===== src/rtl/fifo_wr_arbiter.sv =====
// fifo_wr_arbiter: round-robin sharing of one fifo write port among NREQ requesters.
// Define FIFO_WR_ARB_STATS_EN to add per-requester beat counters and a stall counter.
module fifo_wr_arbiter #(
   parameter int WIDTH     = 32,
   parameter int NREQ      = 4,
   parameter int MAX_BURST = 8,
   localparam int IDW      = (NREQ > 1) ? $clog2(NREQ) : 1
) (
   input  logic                  clock,
   input  logic                  reset,
   input  logic [NREQ-1:0]       req_valid,
   input  logic [NREQ-1:0]       req_last,
   input  logic [NREQ*WIDTH-1:0] req_data,
   output logic [NREQ-1:0]       req_ready,
   output logic [WIDTH-1:0]      fifo_wr_data,
   output logic                  fifo_wr_en,
   input  logic                  fifo_full,
   output logic                  grant_valid,
   output logic [IDW-1:0]        grant_id
`ifdef FIFO_WR_ARB_STATS_EN
   ,
   output logic [NREQ*32-1:0]    stat_beats,
   output logic [31:0]           stat_stall
`endif
);

   localparam int CW = $clog2(MAX_BURST) + 1;

   typedef enum logic {
      IDLE,
      GRANT
   } state_t;

   state_t         state_q, state_d;
   logic [IDW-1:0] owner_q, owner_d;
   logic [IDW-1:0] rr_ptr_q, rr_ptr_d;
   logic [CW-1:0]  beat_cnt_q, beat_cnt_d;

   logic           accept;
   logic           found_idle, found_next;
   logic [IDW-1:0] pick_idle, pick_next;
   logic [IDW-1:0] next_ptr;

   // Returns {found, index} of the first valid requester scanning from ptr with wrap.
   function automatic logic [IDW:0] pick(input logic [NREQ-1:0] valid, input logic [IDW-1:0] ptr);
      logic [IDW:0] res;
      int unsigned  idx;
      res = '0;
      for (int unsigned k = 0; k < NREQ; k++) begin
         idx = (32'(ptr) + k) % NREQ;
         if (!res[IDW] && valid[idx]) res = {1'b1, IDW'(idx)};
      end
      return res;
   endfunction

   always_comb begin
      state_d      = state_q;
      owner_d      = owner_q;
      rr_ptr_d     = rr_ptr_q;
      beat_cnt_d   = beat_cnt_q;
      accept       = 1'b0;
      req_ready    = '0;
      fifo_wr_en   = 1'b0;
      grant_valid  = 1'b0;
      fifo_wr_data = req_data[owner_q*WIDTH +: WIDTH];
      next_ptr     = (int'(owner_q) == NREQ - 1) ? '0 : owner_q + 1'b1;
      {found_idle, pick_idle} = pick(req_valid, rr_ptr_q);
      {found_next, pick_next} = pick(req_valid, next_ptr);

      case (state_q)
         IDLE: begin
            if (found_idle) begin
               state_d    = GRANT;
               owner_d    = pick_idle;
               beat_cnt_d = '0;
            end
         end
         GRANT: begin
            grant_valid        = 1'b1;
            accept             = req_valid[owner_q] & ~fifo_full;
            fifo_wr_en         = accept;
            req_ready[owner_q] = ~fifo_full;
            if (accept) beat_cnt_d = beat_cnt_q + 1'b1;
            if (!req_valid[owner_q] ||
                (accept && (req_last[owner_q] || beat_cnt_q == CW'(MAX_BURST - 1)))) begin
               rr_ptr_d   = next_ptr;
               beat_cnt_d = '0;
               // The scan from owner+1 only lands on the owner when nobody else is valid.
               if (found_next && pick_next != owner_q) owner_d = pick_next;
               else state_d = IDLE;
            end
         end
         default: state_d = IDLE;
      endcase
   end

   always_ff @(posedge clock or posedge reset) begin
      if (reset) begin
         state_q    <= IDLE;
         owner_q    <= '0;
         rr_ptr_q   <= '0;
         beat_cnt_q <= '0;
      end else begin
         state_q    <= state_d;
         owner_q    <= owner_d;
         rr_ptr_q   <= rr_ptr_d;
         beat_cnt_q <= beat_cnt_d;
      end
   end

   assign grant_id = owner_q;

`ifdef FIFO_WR_ARB_STATS_EN
   logic [NREQ-1:0][31:0] stat_beats_q, stat_beats_d;
   logic [31:0]           stat_stall_q, stat_stall_d;

   always_comb begin
      stat_beats_d = stat_beats_q;
      stat_stall_d = stat_stall_q;
      if (accept) stat_beats_d[owner_q] = stat_beats_q[owner_q] + 32'd1;
      if (grant_valid && req_valid[owner_q] && fifo_full) stat_stall_d = stat_stall_q + 32'd1;
   end

   always_ff @(posedge clock or posedge reset) begin
      if (reset) begin
         stat_beats_q <= '0;
         stat_stall_q <= '0;
      end else begin
         stat_beats_q <= stat_beats_d;
         stat_stall_q <= stat_stall_d;
      end
   end

   assign stat_beats = stat_beats_q;
   assign stat_stall = stat_stall_q;
`endif

endmodule


===== config.mk =====
export PLATFORM = sky130hd
export DESIGN_NAME = fifo_wr_arbiter
export DESIGN_NICKNAME = d
export VERILOG_FILES = /design/src/rtl/fifo_wr_arbiter.sv
export SDC_FILE = /design/constraint.sdc
export NUM_CORES = 1
export LEC_CHECK = 0
export CAP_MARGIN = 20
export CORE_ASPECT_RATIO = 0.7
export CORE_MARGIN = 8
export CORE_UTILIZATION = 26
export DETAILED_ROUTE_END_ITERATION = 8
export HOLD_SLACK_MARGIN = 0.1
export PLACE_DENSITY_LB_ADDON = 0.08
export SYNTH_ARGS = -nofsm -noshare
export SYNTH_HDL_FRONTEND = slang
export SYNTH_SLANG_ARGS = --single-unit

===== constraint.sdc =====
create_clock -name clock -period 2.16 [get_ports clock]
set_input_delay 0.216 -clock clock [delete_from_list [all_inputs] [get_ports clock]]
set_output_delay 0.216 -clock clock [all_outputs]
set_load 0.05 [all_outputs]

==> results.md, run 1 <==
Outcome:
- The flow ran to the end, and the final reports show no timing, DRC or antenna violations.

Routing:
- The average vias per placed instance is 4.997.
- The total wirelength of the detailed-routed design is 7762 um.
- The number of remaining DRC errors is 0.
- The wire length per cell is 19.65 um.
- In this run the remaining antenna-violating nets after routing total 0.
- The via total after detailed routing is 1974.
- In the detailed route, the total length drawn on met3 is 900 um.
- The top metal layer carrying routed signals is met4.
- The first-iteration detailed-routing DRC count is 61.
- The first detailed-routing pass took 4 iterations.
- For this block, wires on met1 add up to 2857 um.
- Summed over all nets, wire length on met2 after detailed routing comes to 3941 um.

Final layout:
- The net count of the finished layout is 462.
- From synthesis to final layout, the design area changed by 118.4%.
- The register area is 227.7 sq um.
- The number of antenna diodes in the final layout is 0.
- Of the cells placed in the final design, the portion with a size suffix greater than 1 is 32.81%.
- The area occupied by multi-input gates is 1311 sq um.
- The filler cells instantiated in the layout total 543.

Synth:
- Yosys mapped a number of flops with a built-in enable equal to 0.
- Each instance of the synthesized netlist takes up on average 12.01 sq um.
- When the netlist entered floorplanning its net count stood at 279.
- Sequential cells were found to cover 13.89% of the synthesized design area.
- By area the synthesized netlist is led by sky130_fd_sc_hd__mux4_2 (47%), sky130_fd_sc_hd__dfrtp_1 (14%), sky130_fd_sc_hd__ha_1 (3.9%).
- The synthesized netlist contains 36 unique library cells.
- In the synthesized netlist the async set-or-reset flop fraction comes to 100.0%.
- In the synthesized netlist the dominant register cell turns out to be sky130_fd_sc_hd__dfrtp_1.
- For this run, the number of Yosys warnings is 0.
- The top cell type's share of synthesized area is 47.22%.
- Synthesis handed over a netlist of 135 instances.
- The post-synthesis cell type with the largest combined area is sky130_fd_sc_hd__mux4_2.
- The number of register bits inferred by synthesis is 9.
- The netlist area before placement is 1622 sq um.

Timing:
- Dividing the final minimum period by the clock period gives 95.46%.
- The setup slack after layout is 0.09799 ns.
- The slew at the pin closest to its max-slew limit is 0.5022 ns.
- Setup repair after global routing left no endpoint under its margin.
- The number of failing hold endpoints at the final stage was 0.
- The number of max-slew violations in the final report is 0.
- The worst pin sits at a relative slew slack of 66.41%.
- The time the final worst path needs with I/O delays and setup is 2.062 ns.
- For the final database, setup skew stands at 0.003680 ns.
- The setup violation total in the final timing report is 0.
- Timing would allow up to 485.0 MHz.

Global route:
- For this run the aggregate overflow at the end of global routing stands at 0.
- The number of global-route vias before repair is 2204.
- The number of antenna violations at the first check in global routing was 0.
- Across every metal layer, demand over resource in global routing totals 15.95%.
- Entering global routing, the biggest net connects 22 pins.
- The global-route wire length before repair is 11310 um.

Pwr:
- The power per cell area is 1350 nW/um^2.
- The highest ir drop seen on vdd is 0.7564 mV.
- The static leakage is 1.401 nW.
- The overall power after layout is 4.781 mW.

Worst setup path:
- The depth of the most critical reg-to-reg path is 7.
- The data required time at the worst endpoint is 2.28 ns.
- The arrival time of data at the critical path endpoint is 2.18 ns.
- STA classifies the critical path startpoint as a flop.
- The destination of the worst register-to-register timing path is grant_id[1]$_DFFE_PP0P_.
- The type of the worst setup path is reg -> reg.
- The worst setup path is captured at a flop.
- Along the worst path, the maximum fanout reaches 6.
- The worst reg2reg path startpoint is grant_id[0]$_DFFE_PP0P_.
- For flop-to-flop paths, the worst setup slack is 0.1 ns.

Clocking:
- TritonCTS created 3 clock buffers.
- The tree is rooted in a sky130_fd_sc_hd__clkbuf_8.
- The cts-stage hold buffer count is 0.
- The level count of the clock H-tree is 1.
- TritonCTS built the clock tree.
- Clock tree synthesis found a total of 9 sinks.
- The clock-pin slew reported for the worst setup and hold paths after clock tree synthesis is 0.05 ns.
- The clock latency at the later pin of the worst-skew pair is 0.24 ns.
- The maximum buffer depth of the clock tree is 2.

Die:
- The overall die height is 82.08 um.
- The initial cell density of the core is 26.47%.
- The standard-cell row count is 24.
- The core area is 6126 sq um.
- The number of top-level pins is 179.
- The horizontal die dimension is 110.4 um.
- The floorplan step defined a die boundary enclosing 9060 sq um.

Placed design:
- The total half-perimeter wirelength after legalization and detailed placement is 6943 um.
- The count of buffers added on input and output ports is 178.
- Routability-driven placement finished with a final weighted congestion of 0.8310.
- At the placement stage, the worst setup path has a slack of 0.05907 ns.

Min path:
- The class of the tightest hold or removal check is in -> async.

Run:
- Across the run, the number of max-cap violations was 0.
==> Yosys cell counts (all sizes together), types with 2 or more instances <==
cell type and number:
nor4 2, ha 5, dfrtp 9, a31oi 2, inv 5, o21a 3, o22ai 2, xnor2 2
nand2b 4, clkbuf 6, mux4 35, mux2i 5, and2 7, a21oi 5, buf 7, nand3 3
nand2 9, o21ai 7, nor2 8
==> flip-flops by register name, indices dropped and copies added, names as in the netlist <==
| name | flops |
|---|---|
| beat_cnt_q | 4 |
| grant_id | 2 |
| rr_ptr_q | 2 |
| state_q | 1 |
==> where the power goes <==
part | total (mW) | switching [mW] | internal [mW]
Clock | 0.202 | 0.0752 | 0.126
Sequential | 0.317 | 0.0852 | 0.232
Combinational | 4.26 | 2.44 | 1.82
Total | 4.78 | 2.60 | 2.18
==> metal layers <==
layer / track usage (%) / vias to the layer above
met4: 3.709 / 0
li1: - / 909
met3: 5.172 / 5
met2: 28.29 / 109
met5: 0 / -
met1: 18.35 / 951
==> timing repair <==
action                                  in CTS  in global routing
setup buffers                                0                  1
gates resized for setup                      0                  1
endpoints found under the setup margin       0                  1
==> logic make-up (layout without fill, tap and decap cells) <==
| kind of cell | count (synthesis) | in the layout | share of synthesized area (%) |
|---|---|---|---|
| AOI/OAI and AO/OA | 24 | 24 | 10.96 |
| xor gates and xnor gates | 2 | 2 | 1.080 |
| adders and majority gates | 5 | 5 | 3.858 |
| buffers and inverters | 18 | 200 | 6.250 |
| DFF | 9 | 9 | 13.89 |
| muxes | 41 | 41 | 52.62 |
| and+or+nand+nor | 36 | 36 | 11.34 |
==> worst max-delay path by stage <==
stage | from | to | slack (ns) | cells past startpoint
after detailed placement | req_valid[1] | grant_id[1]$_DFFE_PP0P_ | 0.06 | 7
after floorplan | grant_id[1]$_DFFE_PP0P_ | grant_id[1]$_DFFE_PP0P_ | -0.12 | 8
after CTS | grant_id[0]$_DFFE_PP0P_ | grant_id[1]$_DFFE_PP0P_ | 0.08 | 7
after global routing | grant_id[0]$_DFFE_PP0P_ | grant_id[1]$_DFFE_PP0P_ | 0.0002 | 7
final | grant_id[0]$_DFFE_PP0P_ | grant_id[1]$_DFFE_PP0P_ | 0.1 | 7
after global placement | req_valid[1] | grant_id[1]$_DFFE_PP0P_ | 0.08 | 7
==> final cells by class <==
type                    count  share of cell area [%]
well taps                  78                   2.755
multi-input cells         108                   37.02
clock inverters             1                  0.1413
flip-flops and latches      9                   6.429
repair buffers            191                   51.82
inverters                   5                  0.6711
clock buffers               3                   1.166
==> cell usage in the layout, fill, tap and decap left out, types with 2 or more instances in the layout <==
cell type	count
sky130_fd_sc_hd__dfrtp_2	2
sky130_fd_sc_hd__o22ai_1	2
sky130_fd_sc_hd__and2_1	5
sky130_fd_sc_hd__mux4_2	35
sky130_fd_sc_hd__clkdlybuf4s50_1	139
sky130_fd_sc_hd__nor2_1	8
sky130_fd_sc_hd__o21a_1	3
sky130_fd_sc_hd__dfrtp_1	7
sky130_fd_sc_hd__o21ai_0	3
sky130_fd_sc_hd__nand2_1	8
sky130_fd_sc_hd__nor4_1	2
sky130_fd_sc_hd__o21ai_1	3
sky130_fd_sc_hd__buf_12	4
sky130_fd_sc_hd__ha_1	4
sky130_fd_sc_hd__clkbuf_8	3
sky130_fd_sc_hd__a21oi_1	5
sky130_fd_sc_hd__mux2i_1	5
sky130_fd_sc_hd__buf_4	47
sky130_fd_sc_hd__nand2b_1	4
sky130_fd_sc_hd__inv_1	3
sky130_fd_sc_hd__nand3_1	3
==> metrics by stage <==
stage               util [%]  hold WS [ns]  setup TNS, ns  area (sq um)  cells
floorplan                  -       0.04378        -0.1568          1659    135
global placement       56.88        0.4811              0          3485    390
detailed placement     56.88        0.4928              0          3485    390
CTS                    57.64        0.2560              0          3531    394
global route           57.82        0.2776              0          3542    395
finish                 57.82        0.2456              0          3542    395
==> critical path, cell delays in order (launching register included) <==
cell and delay (ns):
sky130_fd_sc_hd__dfrtp_2 0.42, sky130_fd_sc_hd__inv_2 0.08, sky130_fd_sc_hd__ha_4 0.30, sky130_fd_sc_hd__mux4_2 0.50
sky130_fd_sc_hd__nand2_2 0.11, sky130_fd_sc_hd__xnor2_2 0.13, sky130_fd_sc_hd__a31oi_2 0.13, sky130_fd_sc_hd__o221a_1 0.28
No activity file was read; power rests on OpenSTA's default activity.
==> run 2: changes to the inputs <==
--- a/config.mk
+++ b/config.mk
@@ -5,10 +5,11 @@
 export SDC_FILE = /design/constraint.sdc
 export NUM_CORES = 1
 export LEC_CHECK = 0
+export ABC_AREA = 1
 export CAP_MARGIN = 20
 export CORE_ASPECT_RATIO = 0.7
 export CORE_MARGIN = 8
-export CORE_UTILIZATION = 26
+export CORE_UTILIZATION = 28
 export DETAILED_ROUTE_END_ITERATION = 8
 export HOLD_SLACK_MARGIN = 0.1
 export PLACE_DENSITY_LB_ADDON = 0.08
==> results.md, run 2 <==
Clocking:
- After clock tree synthesis, the clock-pin slew on the worst setup and hold paths is 0.05 ns.
- For the worst-skew pair, the clock arrives at the later sink with an insertion delay of 0.24 ns.
- The maximum buffer depth of the clock tree is 2.
- The clock sink total is 9.
- The number of clock buffers inserted by TritonCTS is 3.
- In this run the number of H-tree levels came out at 1.
- TritonCTS built the clock tree.
- The root cell of the clock tree is sky130_fd_sc_hd__clkbuf_8.
- The cts-stage hold buffer count is 0.

Synth:
- sky130_fd_sc_hd__o21ai_0 takes more of the synthesized area than any other cell.
- Counting flops and latches in the post-synthesis netlist gives 9.
- The number of flops mapped to enable cells by yosys is 0.
- The count of mapped cells out of synthesis is 367.
- The unique cell type count in the Yosys netlist is 27.
- The leading cell type by number of instances after synthesis is sky130_fd_sc_hd__nor2_1.
- After synthesis, the most frequently instantiated cells are sky130_fd_sc_hd__nor2_1 (76), sky130_fd_sc_hd__o21ai_0 (74), sky130_fd_sc_hd__nand2_1 (66), sky130_fd_sc_hd__o22ai_1 (33), sky130_fd_sc_hd__clkbuf_1 (19).
- The average cell area after synthesis is 5.233 sq um.
- When the netlist entered floorplanning its net count stood at 511.
- The top cell type by area accounts for 19.28% of the synthesized area.
- The predominant post-synthesis flop cell is sky130_fd_sc_hd__dfrtp_1.
- Summing every instance area after synthesis gives 1921 sq um.
- The sequential-to-total area share from yosys stat is 11.73%.
- The warning count from the yosys run is 0.
- In the post-synthesis netlist, the biggest area contributors are sky130_fd_sc_hd__o21ai_0 (19%), sky130_fd_sc_hd__nor2_1 (15%), sky130_fd_sc_hd__nand2_1 (13%).
- For this run, asynchronously set or reset flops after synthesis account for 100.0%.

Pwr:
- Of the total power, the share spent switching nets is 61.74%.
- Overall power consumption after layout is estimated at 6.877 mW.
- Combinational logic is responsible for 91.8% of the overall power.
- Cell internal power was estimated by the tool at 2.631 mW.
- The power per cell area is 1623 nW/um^2.
- Of the total power, the clock network draws 2.9%.
- The share of total power dissipated in sequential elements is 5.3%.
- In this run the power spent charging and discharging nets is 4.246 mW.
- VDD sags by at most 0.8019 mV.
- Summed over all cells, the static leakage comes to 1.849 nW.

Final layout:
- The net count reported at finish is 695.
- The finished layout holds 644 standard cells, fillers aside.
- The library cell used most frequently in the layout, excluding fill and tap cells, is sky130_fd_sc_hd__clkdlybuf4s50_1.
- The register ranked first by flip-flop count is beat_cnt_q.
- The fraction of layout instances using a drive strength above 1 is 24.73%.
- The layout overhead on the synthesized area is 120.7%.
- Once layout is done, the placed cells without fillers occupy 4238 sq um.
- The number of antenna diodes is 0.
- Leaving out fill and tap cells, the most frequent cells in the layout are sky130_fd_sc_hd__clkdlybuf4s50_1 (139), sky130_fd_sc_hd__nor2_1 (76), sky130_fd_sc_hd__o21ai_0 (73).
- The register with the most flip-flops in the layout has 4 of them.

Global route:
- The largest net degree at the start of global routing is 54.
- The number of global-route vias before repair is 3189.
- The number of antenna violations at the first check in global routing came to 0.
- The total congestion overflow after global routing is 0.
- Global routing used 6.095% of the available met3 tracks.
- The layer flagged by global routing as most heavily used is met2.
- The combined global-route utilization of all metal layers is 20.71%.
- The met1 layer usage reported by global route is 22.82%.
- The global-route wire length before repair is 16420 um.
- The global-route track usage on met2 is 37.41%.

Placed design:
- After detailed placement, the design holds a cell count of 631.
- Port buffering added 178 buffers.
- The congestion estimate from routability-driven global placement came to 0.9039.
- The total half-perimeter wirelength after legalization and detailed placement is 8599 um.
- After detailed placement, the total cell area comes to 4009 sq um.
- The worst slack after detailed placement is 0.009030 ns.

Routing:
- The wire length per cell is 16.70 um.
- The number of detailed-route iterations in the first pass is 4.
- The first-iteration detailed-routing DRC count is 134.
- The via total after detailed routing is 3264.
- The average vias per placed instance is 5.068.
- The total wirelength of the detailed-routed design is 10750 um.
- After detailed routing, the number of remaining DRC violations is 0.
- The post-detailed-route count of antenna-violating nets is 0.

Worst setup path:
- The data required time at the worst endpoint is 2.29 ns.
- The worst setup path is of the reg -> reg kind.
- For flop-to-flop paths, the worst setup slack is 0.09 ns.
- The endpoint class of the critical path is a flop.
- The type of origin of the critical path is a flop.
- In this run the critical register-to-register path is captured at grant_id[0]$_DFFE_PP0P_.
- The depth of the most critical reg-to-reg path is 17.
- The largest fanout on the critical path is 8.
- The worst register-to-register path begins at grant_id[0]$_DFFE_PP0P_.
- STA puts the critical path data arrival time at 2.20 ns.

Timing:
- The highest attainable clock frequency is 482.7 MHz.
- The slew at the pin closest to its max-slew limit is 0.5148 ns.
- The number of max-slew violations in the final report is 0.
- The setup skew after layout is 0.002456 ns.
- The time the final worst path needs with I/O delays and setup is 2.072 ns.
- The number of failing hold endpoints at the final stage came to 0.
- The setup violation total in the final timing report is 0.
- The final critical-path share of the clock period is 95.91%.
- The setup slack after layout is 0.08844 ns.
- The worst hold slack is 0.2379 ns.
- In this run the tightest slew margin relative to its limit is 65.57%.

Outcome:
- The flow ran to the end, and the final reports show no timing, DRC or antenna violations.

Die:
- The overall die height is 85.29 um.
- Measured along the x axis, the die boundary spans 115.0 um.
- Pin placement for this block handled 179 I/O pins.
- The initial cell density of the core is 28.69%.
- The core area is 6694 sq um.
- The floorplan has 25 rows.
- The floorplan die area is 9808 sq um.

Min path:
- The class of the tightest hold or removal check is in -> async.

Run:
- The max-capacitance violation count is 0.
==> run 2: through the flow <==
stage,setup TNS (ns),utilization (%)
2_1_floorplan,-0.4090,-
3_3_place_gp,0,59.89
3_5_place_dp,0,59.89
4_1_cts,0,60.71
5_1_grt,-0.1257,63.31
6_report,0,63.31
==> run 2: kinds of logic (layout without fill, tap and decap cells) <==
family	count (synthesis)	count (layout)	share of synthesized area, %
simple gates	178	178	38.76
compound gates	125	125	35.11
buf+inv	47	230	9.771
flops	9	9	11.73
fa+ha+maj	5	5	3.257
xor+xnor	3	3	1.368
==> run 2: repair_timing <==
action,in CTS,in global routing
setup endpoints to repair,2,35
buffers inserted,1,8
resized for setup,1,30
pin swaps,1,10
hold endpoints to repair,0,0
==> run 2: power groups by stage <==
| stage | sequential, mW | combinational, mW | clock (mW) |
|---|---|---|---|
| CTS | 0.344 | 5.90 | 0.201 |
| global route | 0.376 | 6.79 | 0.215 |
| detailed placement | 0.345 | 5.86 | 0 |
| finish | 0.364 | 6.31 | 0.202 |
| floorplan | 0.385 | 4.14 | 0 |
| global placement | 0.346 | 5.79 | 0 |
==> run 2: cell type report <==
cell class | count | area, sq um
multi-input combinational | 311 | 1815
sequential | 9 | 229.0
fill | 670 | 2456
tap | 94 | 117.6
inverter | 23 | 91.34
clock buffer | 4 | 45.04
timing repair buffer | 203 | 1939
==> run 2: how the worst max path moves through the flow <==
stage,end,start,slack [ns],cells after the start
2_1_floorplan,grant_id[1]$_DFFE_PP0P_,grant_id[0]$_DFFE_PP0P_,-0.17,19
3_3_place_gp,grant_id[0]$_DFFE_PP0P_,grant_id[1]$_DFFE_PP0P_,0.03,16
3_5_place_dp,grant_id[1]$_DFFE_PP0P_,grant_id[1]$_DFFE_PP0P_,0.009,16
4_1_cts,grant_id[1]$_DFFE_PP0P_,grant_id[1]$_DFFE_PP0P_,0.008,16
5_1_grt,grant_id[0]$_DFFE_PP0P_,grant_id[0]$_DFFE_PP0P_,-0.05,17
6_report,grant_id[0]$_DFFE_PP0P_,grant_id[0]$_DFFE_PP0P_,0.09,17
==> run 2: worst max-delay path: stages, from the launching register on <==
cell and delay, ns:
sky130_fd_sc_hd__dfrtp_2 0.46, sky130_fd_sc_hd__ha_4 0.20, sky130_fd_sc_hd__inv_1 0.11, sky130_fd_sc_hd__nand2_4 0.10, sky130_fd_sc_hd__nand2_1 0.08, sky130_fd_sc_hd__nand2_2 0.07, sky130_fd_sc_hd__nand2_1 0.10, sky130_fd_sc_hd__inv_1 0.06
sky130_fd_sc_hd__a21boi_2 0.15, sky130_fd_sc_hd__nand3_1 0.12, sky130_fd_sc_hd__nand2_1 0.07, sky130_fd_sc_hd__nand2_1 0.04, sky130_fd_sc_hd__inv_1 0.07, sky130_fd_sc_hd__nand2_2 0.08, sky130_fd_sc_hd__nand3_4 0.08, sky130_fd_sc_hd__nand2_2 0.07
sky130_fd_sc_hd__nand2_1 0.06, sky130_fd_sc_hd__nand2_1 0.04
==> run 2: per-layer routing <==
metal	wire, um	part of all wire, %
met4	265	2.5
met2	5381	50
met5	0	0
met3	880	8.2
met1	4224	39
==> edit 1, RTL diff (config.mk and constraints of run 1) <==
Set the parameter `MAX_BURST` to 16 (it was 8).
--- a/src/rtl/fifo_wr_arbiter.sv
+++ b/src/rtl/fifo_wr_arbiter.sv
@@ -3,7 +3,7 @@
 module fifo_wr_arbiter #(
    parameter int WIDTH     = 32,
    parameter int NREQ      = 4,
-   parameter int MAX_BURST = 8,
+   parameter int MAX_BURST = 16,
    localparam int IDW      = (NREQ > 1) ? $clog2(NREQ) : 1
 ) (
    input  logic                  clock,
Behaviour: no difference found for any inputs over 4 cycles, from zero or initial values and one cycle with reset high; that may be too few to reach the edited logic, so the function may still have changed.
==> edit 1 against run 1 <==
  * Power up 0.19%
  * First-iteration DRC count up 100%
  * Fmax up 1.0%
  * Design area up 3.0%
  * Non-clock buffer count up 3
  * Wire length up 8.4%
  * Worst setup slack better by 21 ps
  * Area after synthesis up 4.3%
  * Sequential share of layout area up 0.50 points
  * Critical path depth down 3
  * Sequential cell count up 1
==> edit 1: results (changes against run 1) <==
status -> finished, final reports clean (unchanged)
Via-to-Cell Ratio -> 4.96 (was 5.00)
net count reported at finish -> 478 (was 462)
Seq/Total Area, Yosys -> 14.8% (was 13.9%)
Unique masters post-synth -> 38 (was 36)
Max rail drop VDD -> 0.496 mV (was 0.756 mV)
leading post-synthesis cells by cell area -> mux4_2 47%, dfrtp_1 15%, ha_1 4.4% (was mux4_2 47%, dfrtp_1 14%, ha_1 3.9%)
Synth Flop Type -> dfrtp_1 (unchanged)
static leakage -> 1.46 nW (was 1.40 nW)
Final Skew -> 2.98 ps (was 3.68 ps)
Fin Hold WS -> 267 ps (was 246 ps)
Synth Area in XOR/XNOR -> 0.518% (was 1.08%)
post-CTS setup buffer count -> 0 (unchanged)
Clock Tree Root -> clkbuf_8 (unchanged)
first-pass GRT wire length -> 12900 µm (was 11300 µm)
Syn. warnings -> 0 (unchanged)
first-pass iteration count of the detailed router -> 4 (unchanged)
gpl congestion -> 0.829 (was 0.831)
worst setup path start -> grant_id[0]$_DFFE_PP0P_ (unchanged)
Placed Area -> 3600 µm² (was 3480 µm²)
Max FO, Critical Path -> 19 (was 6)
synth cell count leaders -> 35 x mux4_2, 10 x dfrtp_1, 9 x o21ai_0 (was 34 x mux4_2, 9 x dfrtp_1, 8 x nand2_1, 8 x nor2_1, 6 x clkbuf_1)
Placed Cells -> 406 (was 390)
pre-CTS setup slack -> 69.5 ps (was 59.1 ps)
CP endpoint -> fifo_wr_en (was grant_id[1]$_DFFE_PP0P_)
CTS clk-pin slew, worst paths -> 50 ps (about the same)
wire per inst -> 20.5 µm (was 19.7 µm)
vias in the first global route -> 2128 (was 2204)
Max Freq -> 490 MHz (was 485 MHz)
largest reg by FF count -> beat_cnt_q (unchanged)
compound-gate portion of the synthesized area -> 12.5% (was 11.0%)
largest net degree at the start of global routing -> 31 (was 22)
FILL cells -> 533 (was 543)
post-synthesis adder-cell area fraction -> 4.44% (was 3.86%)
Worst Tran Pin Value -> 496 ps (was 502 ps)
DR iter-0 viols -> 125 (was 61)
Total GRT Usage -> 17.5% (was 16.0%)
DR vias -> 2034 (was 1974)
post-synthesis instance total -> 146 (was 135)
layout cell share with drive strength beyond 1 -> 31.9% (was 32.8%)
post-DP HPWL -> 7430 µm (was 6940 µm)
RR Endpoint -> grant_id[0]$_DFFE_PP0P_ (was grant_id[1]$_DFFE_PP0P_)
worst skew pair latency -> 230 ps
syn nets -> 291 (was 279)
max reg flops -> 5 (was 4)
R2R depth -> 7 (unchanged)
fraction of registers with async set/reset -> 100% (unchanged)
CP arrival -> 1820 ps (was 2180 ps)
CP max-delay cell -> mux4_2 (unchanged)
number of antenna violations at the first check in global routing -> 0 (unchanged)
Crit path largest cell delay -> 570 ps (was 500 ps)
Reg2Reg Setup Slack -> 200 ps (was 100 ps)
mux cell area share after synthesis -> 49.6% (was 52.6%)
==> edit 1: where the power goes <==
group	switching, mW	internal, mW
registers	0.0887	0.251
clock network	0.0702	0.129
logic	2.46	1.80
total	2.61	2.18
==> edit 1: area by class of cell <==
type / instances / area (µm²) / share of cell area (%)
multi-input combinational: 118 / 1380 / 37.7
clock buffer: 4 / 45.0 / 1.23
timing repair buffer: 194 / 1850 / 50.8
tap: 78 / 97.6 / 2.67
sequential: 10 / 253 / 6.93
inverter: 6 / 22.5 / 0.617
==> edit 1: per-layer routing <==
metal | vias up | track usage (%) | part of all wire, %
met4 | 0 | 2.80 | 1.5
met1 | 955 | 19.9 | 39
met3 | 8 | 5.42 | 8.9
met5 | - | 0 | 0
met2 | 109 | 31.7 | 51
li1 | 962 | - | -
==> edit 1: what timing repair did <==
item / CTS / global route
resized for setup: 0 / 2
setup endpoints to repair: 0 / 2
hold buffers: 0 / 0
==> edit 2, RTL diff (settings of run 1) <==
Without the edit above. Compare `beat_cnt_q` against `CW'(MAX_BURST - 1)` with >= in place of ==.
--- a/src/rtl/fifo_wr_arbiter.sv
+++ b/src/rtl/fifo_wr_arbiter.sv
@@ -82,7 +82,7 @@
             req_ready[owner_q] = ~fifo_full;
             if (accept) beat_cnt_d = beat_cnt_q + 1'b1;
             if (!req_valid[owner_q] ||
-                (accept && (req_last[owner_q] || beat_cnt_q == CW'(MAX_BURST - 1)))) begin
+                (accept && (req_last[owner_q] || beat_cnt_q >= CW'(MAX_BURST - 1)))) begin
                rr_ptr_d   = next_ptr;
                beat_cnt_d = '0;
                // The scan from owner+1 only lands on the owner when nobody else is valid.
Function: no difference found for any inputs over 4 cycles, from zero or initial values and one cycle with reset high; that may be too few to reach the edited logic, so the function may still have changed.
==> edit 2 against run 1 <==
  * The flow now finishes with violations (negative setup slack)
  * First-iteration DRC count up 11%
  * Combinational power rose by 12%
  * Global-route usage increased by 1.8 points
  * Power rose by 11%
  * Wire length grew 14%
  * Critical path depth unchanged
  * Design area rose by 5.6%
  * Area after synthesis shrank 1.1%
  * Sequential share of layout area is 0.34 points lower
  * Worst setup slack lost 120 ps
  * Sequential cell count unchanged
  * Critical endpoint is now grant_id[0]$_DFFE_PP0P_
==> edit 2: results (changes against run 1) <==
Synth Flop Type -> dfrtp_1 (unchanged)
number of I/O port buffers -> 178 (unchanged)
post-DP HPWL -> 7700 µm (was 6940 µm)
FILL cells -> 538 (was 543)
post-synthesis instance total -> 133 (was 135)
Total GRT Usage -> 17.8% (was 16.0%)
endpoints failing setup -> 1 (was 0)
Seq/total area -> 6.09% (was 6.43%)
worst setup path start -> grant_id[0]$_DFFE_PP0P_ (unchanged)
largest net degree at the start of global routing -> 24 (was 22)
PnR worst setup slack -> -23.4 ps (was 98.0 ps)
leading post-synthesis cells by cell area -> mux4_2 46%, dfrtp_1 14%, a21oi_1 4.7% (was mux4_2 47%, dfrtp_1 14%, ha_1 3.9%)
Inserted Diodes -> 0 (unchanged)
clk sinks -> 9 (unchanged)
post-CTS setup buffer count -> 1 (was 0)
fraction of registers with async set/reset -> 100% (unchanged)
Via-to-Cell Ratio -> 4.90 (was 5.00)
Multi-input gate area -> 1340 µm² (was 1310 µm²)
CP arrival -> 2290 ps (was 2180 ps)
Seq/Total Area, Yosys -> 14.0% (was 13.9%)
status -> finished, violations left (was finished, final reports clean)
layout cell share with drive strength beyond 1 -> 39.2% (was 32.8%)
buffering overhead -> 53.7% (was 51.8%)
ClkCell Share -> 1.20% (was 1.31%)
Placed Cells -> 406 (was 390)
CP endpoint kind -> flip-flop (unchanged)
CTS buffer count -> 3 (unchanged)
first-pass GRT wire length -> 12300 µm (was 11300 µm)
Syn. warnings -> 0 (unchanged)
max_slew headroom -> 67.2% (was 66.4%)
worst skew pair latency -> 240 ps (about the same)
violated checks -> negative setup slack
Final Skew -> 3.30 ps (was 3.68 ps)
static leakage -> 1.50 nW (was 1.40 nW)
Max FO, Critical Path -> 4 (was 6)
DR vias -> 2033 (was 1974)
net count reported at finish -> 482 (was 462)
vias in the first global route -> 2200 (was 2204)
gpl congestion -> 0.888 (was 0.831)
Multi-input comb cells -> 106 (was 108)
clock buffers -> 4 (was 3)
Post-CTS Resized -> 3 (was 0)
syn nets -> 277 (was 279)
RR Endpoint -> grant_id[0]$_DFFE_PP0P_ (was grant_id[1]$_DFFE_PP0P_)
Unique masters post-synth -> 42 (was 36)
R2R depth -> 7 (unchanged)
synth cell count leaders -> 33 x mux4_2, 15 x a21oi_1, 9 x dfrtp_1 (was 34 x mux4_2, 9 x dfrtp_1, 8 x nand2_1, 8 x nor2_1, 6 x clkbuf_1)
Buffers excl. clock -> 212 (was 191)
DR iter-0 viols -> 68 (was 61)
wire per inst -> 21.3 µm (was 19.7 µm)
Non-CTS inverters -> 6 (was 5)
number of antenna violations at the first check in global routing -> 0 (unchanged)
Max rail drop VDD -> 0.755 mV (was 0.756 mV)
[edit 2: worst max-delay path: stages (launching register included)]
cell      delay, ps
dfrtp_2         430
ha_2            230
nor4b_1         400
a311oi_2        110
a21oi_2         180
o221ai_2        130
o211ai_1        230
mux2_1          360
[edit 2: stage by stage]
stage	instance area [µm²]	TNS [ps]	utilization, %	power [mW]	worst slack, ps
finish	3740	-23.4	61.4	5.30	-23.4
global route	3740	-147	61.4	5.57	-124
CTS	3670	0	60.3	5.13	3.18
detailed placement	3610	-217	59.2	4.86	-103
global placement	3610	-49.3	59.2	4.84	-49.3
floorplan	1650	-229	-	3.39	-229
[edit 2: how the worst min path moves through the flow]
stage          startpoint                   endpoint  slack (ps)
6_report            reset          state_q$_DFF_PP0_         240
5_1_grt             reset          state_q$_DFF_PP0_         280
4_1_cts             reset          state_q$_DFF_PP0_         250
3_5_place_dp        reset  beat_cnt_q[1]$_DFFE_PP0P_         510
3_3_place_gp        reset  beat_cnt_q[1]$_DFFE_PP0P_         500
2_1_floorplan       reset  beat_cnt_q[0]$_DFFE_PP0P_          40
[edit 2: cell families (layout without fill, tap and decap cells)]
kind of cell / count (synthesis) / count (layout) / synth area share, %
simple gates: 28 / 28 / 10.6
flops: 9 / 9 / 14.0
buf+inv: 18 / 222 / 5.54
fa+ha+maj: 5 / 5 / 3.90
mux: 38 / 38 / 50.7
xor+xnor: 1 / 1 / 0.546
compound gates: 34 / 34 / 14.7
[edit 2: report_power, final]
| part | total [mW] | switching [mW] | internal (mW) |
|---|---|---|---|
| Clock | 0.198 | 0.0694 | 0.129 |
| Sequential | 0.319 | 0.0782 | 0.240 |
| Combinational | 4.78 | 2.68 | 2.10 |
[edit 2: metal layers]
layer	wire (µm)	GRT usage [%]
met1	3460	22.5
met5	0	0
met3	666	4.39
met2	4640	30.8
met4	58	2.15
